File: src/rtl/pam4_defs.sv
// Shared PAM-4 definitions: checker FSM states plus level/threshold constants in
// half-SEP units, so the slicer and the level mapper use one consistent grid.
package pam4_defs;

  typedef enum logic {
    SEARCH = 1'b0,
    LOCKED = 1'b1
  } rx_state_e;

  // Levels sit at odd multiples of SEP/2, decision thresholds at the even ones.
  localparam int LEVEL_HALF_0    = -3;
  localparam int LEVEL_HALF_1    = -1;
  localparam int LEVEL_HALF_2    = 1;
  localparam int LEVEL_HALF_3    = 3;
  localparam int THRESH_HALF_LO  = -2;
  localparam int THRESH_HALF_MID = 0;
  localparam int THRESH_HALF_HI  = 2;

  function automatic int symbol_to_signal(input logic [1:0] sym, input int sep);
    int half;
    half = LEVEL_HALF_0;
    case (sym)
      2'd0: half = LEVEL_HALF_0;
      2'd1: half = LEVEL_HALF_1;
      2'd2: half = LEVEL_HALF_2;
      2'd3: half = LEVEL_HALF_3;
      default: half = LEVEL_HALF_0;
    endcase
    return (half * sep) / 2;
  endfunction

  function automatic logic [1:0] slice_sample(input int sample, input int sep);
    int twice;
    twice = 2 * sample;
    if (twice < THRESH_HALF_LO * sep) return 2'd0;
    else if (twice < THRESH_HALF_MID * sep) return 2'd1;
    else if (twice < THRESH_HALF_HI * sep) return 2'd2;
    else return 2'd3;
  endfunction

endpackage

File: src/rtl/pam4_slicer.sv
// PAM-4 slicer: combinational threshold decision followed by the output register.
module pam4_slicer
  import pam4_defs::*;
#(
  parameter int SIGNAL_RESOLUTION = 8,
  parameter int SYMBOL_SEPERATION = 32
) (
  input  logic                                clk,
  input  logic                                rst,
  input  logic signed [SIGNAL_RESOLUTION-1:0] signal_in,
  input  logic                                signal_in_valid,
  output logic        [1:0]                   symbol_out,
  output logic                                symbol_out_valid
);

  logic [1:0] decision;

  always_comb begin
    decision = slice_sample(int'(signal_in), SYMBOL_SEPERATION);
  end

  // The decision holds across invalid cycles; only the valid flag drops.
  always_ff @(posedge clk) begin
    if (rst) begin
      symbol_out       <= 2'd0;
      symbol_out_valid <= 1'b0;
    end else begin
      symbol_out_valid <= signal_in_valid;
      if (signal_in_valid) symbol_out <= decision;
    end
  end

endmodule

File: config.mk
export PLATFORM = sky130hd
export DESIGN_NAME = pam4_slicer
export DESIGN_NICKNAME = d
export VERILOG_FILES = /design/src/rtl/pam4_defs.sv /design/src/rtl/pam4_slicer.sv
export SDC_FILE = /design/constraint.sdc
export NUM_CORES = 1
export LEC_CHECK = 0
export CORE_AREA = 4 4 41 43
export DETAILED_ROUTE_END_ITERATION = 12
export DIE_AREA = 0 0 45 47
export HOLD_SLACK_MARGIN = 0.03
export SLEW_MARGIN = 10
export SYNTH_ARGS = -nofsm -noshare
export SYNTH_HDL_FRONTEND = slang
export SYNTH_SLANG_ARGS = --single-unit
File: constraint.sdc
create_clock -name clk -period 1.7 [get_ports clk]
set_clock_uncertainty 0.2 [all_clocks]
set_input_delay 0.425 -clock clk [delete_from_list [all_inputs] [get_ports clk]]
set_output_delay 0.425 -clock clk [all_outputs]
set_load 0.01 [all_outputs]
==> flow_summary.json, run 1 <==
{
  "status": "completed",
  "clockBufferDepth": 2,
  "synth_area_um2": 139,
  "synth_cell_types": 9,
  "wl_per_cell_um": 8.84,
  "pwr_density_cell_mw_per_mm2": 789,
  "first_iter_violations": 1,
  "vias": 143,
  "synth_seq_cells": 3,
  "die_h_um": 47,
  "drv_slew": 0,
  "grt_max_degree": 5,
  "fin_crit_ns": 1.62,
  "grt_setup_unrepaired": "false",
  "crit_fanout": 2,
  "synth_top_area_cell": "dfxtp_1",
  "fmax_mhz": 619,
  "power_frac_comb_pct": 20.2,
  "holdBufCountCts": 0,
  "worstPathRequired_ns": 1.64,
  "syn_area_per_cell_um2": 11.6,
  "worstSetupPathType": "input port to flip-flop",
  "fin_crit_sh_pct": 95.1,
  "first_global_vias": 133,
  "start_util_pct": 10.7,
  "core_region_area_mm2": 0.00130,
  "rows": 13,
  "path_clk_slew_ns": 0.04,
  "clock_sinks": 3,
  "nets": 41,
  "rr_worst_depth": 2,
  "yosysTopAreaCellShare_pct": 43.2,
  "vias_per_cell": 3.33,
  "clk_latency_ns": 0.23,
  "cts_root_buf": "clkbuf_4",
  "cts_tree": "yes",
  "cts_buffers": 3,
  "htreeDepth": 1,
  "rr_startpoint": "symbol_out[0]$_SDFFE_PP0P_",
  "grt_use_total_pct": 4.74,
  "sw_frac_of_total_pct": 23.6,
  "drt_wl_total_um": 380,
  "pin_count": 14,
  "power.switching_mw": 0.0602,
  "antenna_found_initial": 0,
  "worstPathArrival_ns": 1.55,
  "worstHoldPathCells": 2,
  "die_area_mm2": 0.00212,
  "finalSetupViolations": 0,
  "p_total_mw": 0.255,
  "hold_slack_ns": 0.292,
  "antenna_left": 0,
  "holdCritPathClass": "flip-flop to flip-flop",
  "tightest_slew_ns": 0.255,
  "synth_fp_nets": 24,
  "overflow": 0,
  "pwr-share-clk_pct": 49.6,
  "die_w_um": 45,
  "first_pass_iters": 2,
  "drive_gt1_share_pct": 35.7,
  "antenna_cells": 0,
  "setup_tns_ns": 0,
  "syn_to_final_growth_pct": 132,
  "syn_inst": 12,
  "cp-start-kind": "input port",
  "end_kind": "flip-flop",
  "fillers": 153,
  "seqPwrFrac_pct": 30.2,
  "grt_pass1_wl_um": 579,
  "p_leak_nw": 0.148,
  "critPathLaunch": "signal_in[5]",
  "peakVddDrop_mv": 0.178,
  "maxCapViolations": 0,
  "routabilityCongestion": 0.620,
  "hold_start": "symbol_out[1]$_SDFFE_PP0P_",
  "io_buffers": 8,
  "p_int_mw": 0.194,
  "max_slew_margin_pct": 82.9,
  "drcViolationCount": 0,
  "ys_seq_area_share_pct": 43.2,
  "hold_viol_final": 0,
  "cts_setup_buffers": 0,
  "yosys_warnings": 0,
  "synth_area_leaders": "dfxtp_1 43%, nor4b_4 17%, ha_1 9.0%"
}
[through the flow]
step / setup WS [ns] / cells / utilization (%) / area [um2]
2_1_floorplan: 0.304 / 12 / - / 139
3_3_place_gp: -0.277 / 39 / 20.6 / 268
3_5_place_dp: -0.277 / 39 / 20.6 / 268
4_1_cts: 0.00897 / 43 / 22.7 / 295
5_1_grt: 0.0176 / 43 / 24.8 / 323
6_report: 0.0834 / 43 / 24.8 / 323
[sequential cells by signal (all words and copies together) (netlist names)]
name              count
symbol_out_valid      1
symbol_out            2
[cell families (layout without fill, tap and decap cells)]
kind of cell / count (synthesis) / after routing / synth area share (%)
AOI/OAI and AO/OA: 1 / 1 / 7.21
adders and majority gates: 1 / 1 / 9.01
buffers and inverters: 1 / 17 / 2.70
DFF: 3 / 3 / 43.2
muxes: 1 / 1 / 7.21
and+or+nand+nor: 5 / 5 / 30.6
[cell usage after synthesis, drive strengths merged]
master	n
a2111oi	1
nor4b	1
nor2	2
dfxtp	3
mux2i	1
nand3	1
inv	1
nor2b	1
ha	1
[placed cells by master (no fill, tap or decap), types with 2 or more instances in the layout]
master / count
buf_4: 4
clkbuf_4: 3
clkdlybuf4s50_1: 4
dfxtp_1: 3
dlygate4sd2_1: 3
nor2_1: 2
[worst paths after layout]
kind / endpoint / slack [ns]
worst max-delay path: symbol_out[0]$_SDFFE_PP0P_ / 0.08
worst max register to register: symbol_out[0]$_SDFFE_PP0P_ / 0.84
worst min-delay path: symbol_out[1]$_SDFFE_PP0P_ / 0.29
worst min register to register: symbol_out[1]$_SDFFE_PP0P_ / 0.29
[metal layers]
metal	routed length (um)	global-route usage, %	vias to the layer above
met2	137	3.67	11
met3	67	5.75	0
met5	0	0	-
li1	-	-	75
met1	175	5.22	57
met4	0	5.26	0
[power groups by stage]
stage	clock, mW	combinational [mW]	sequential, mW
3_5_place_dp	0	0.0455	0.0782
4_1_cts	0.135	0.0449	0.0770
2_1_floorplan	0	0.00945	0.0805
3_3_place_gp	0	0.0448	0.0784
6_report	0.126	0.0515	0.0769
5_1_grt	0.136	0.0563	0.0777
[repair_timing]
action,in CTS,in global routing
pin swaps,0,1
setup endpoints to repair,3,2
gates cloned,0,0
gates resized for setup,4,3
[critical path, cell delays in order]
cell and delay [ns]:
clkdlybuf4s50_1 0.48, nand3_1 0.14, ha_4 0.25, a2111oi_4 0.26
[layout make-up]
cell class	count	area, um2	area share, %
multi-input cells	8	105	32.6
clock buffers	4	26.3	8.14
well taps	15	18.8	5.81
flip-flops and latches	3	60.1	18.6
inverters	1	3.75	1.16
repair buffers	12	109	33.7
Note: power is estimated with default switching activity, not from simulation.
==> inputs of run 2 (changes only) <==
--- a/config.mk
+++ b/config.mk
@@ -5,6 +5,7 @@
 export SDC_FILE = /design/constraint.sdc
 export NUM_CORES = 1
 export LEC_CHECK = 0
+export CAP_MARGIN = 5
 export CORE_AREA = 4 4 41 43
 export DETAILED_ROUTE_END_ITERATION = 12
 export DIE_AREA = 0 0 45 47
==> results of run 2 <==
Final layout, timing and power as in run 1 (identical DEF).
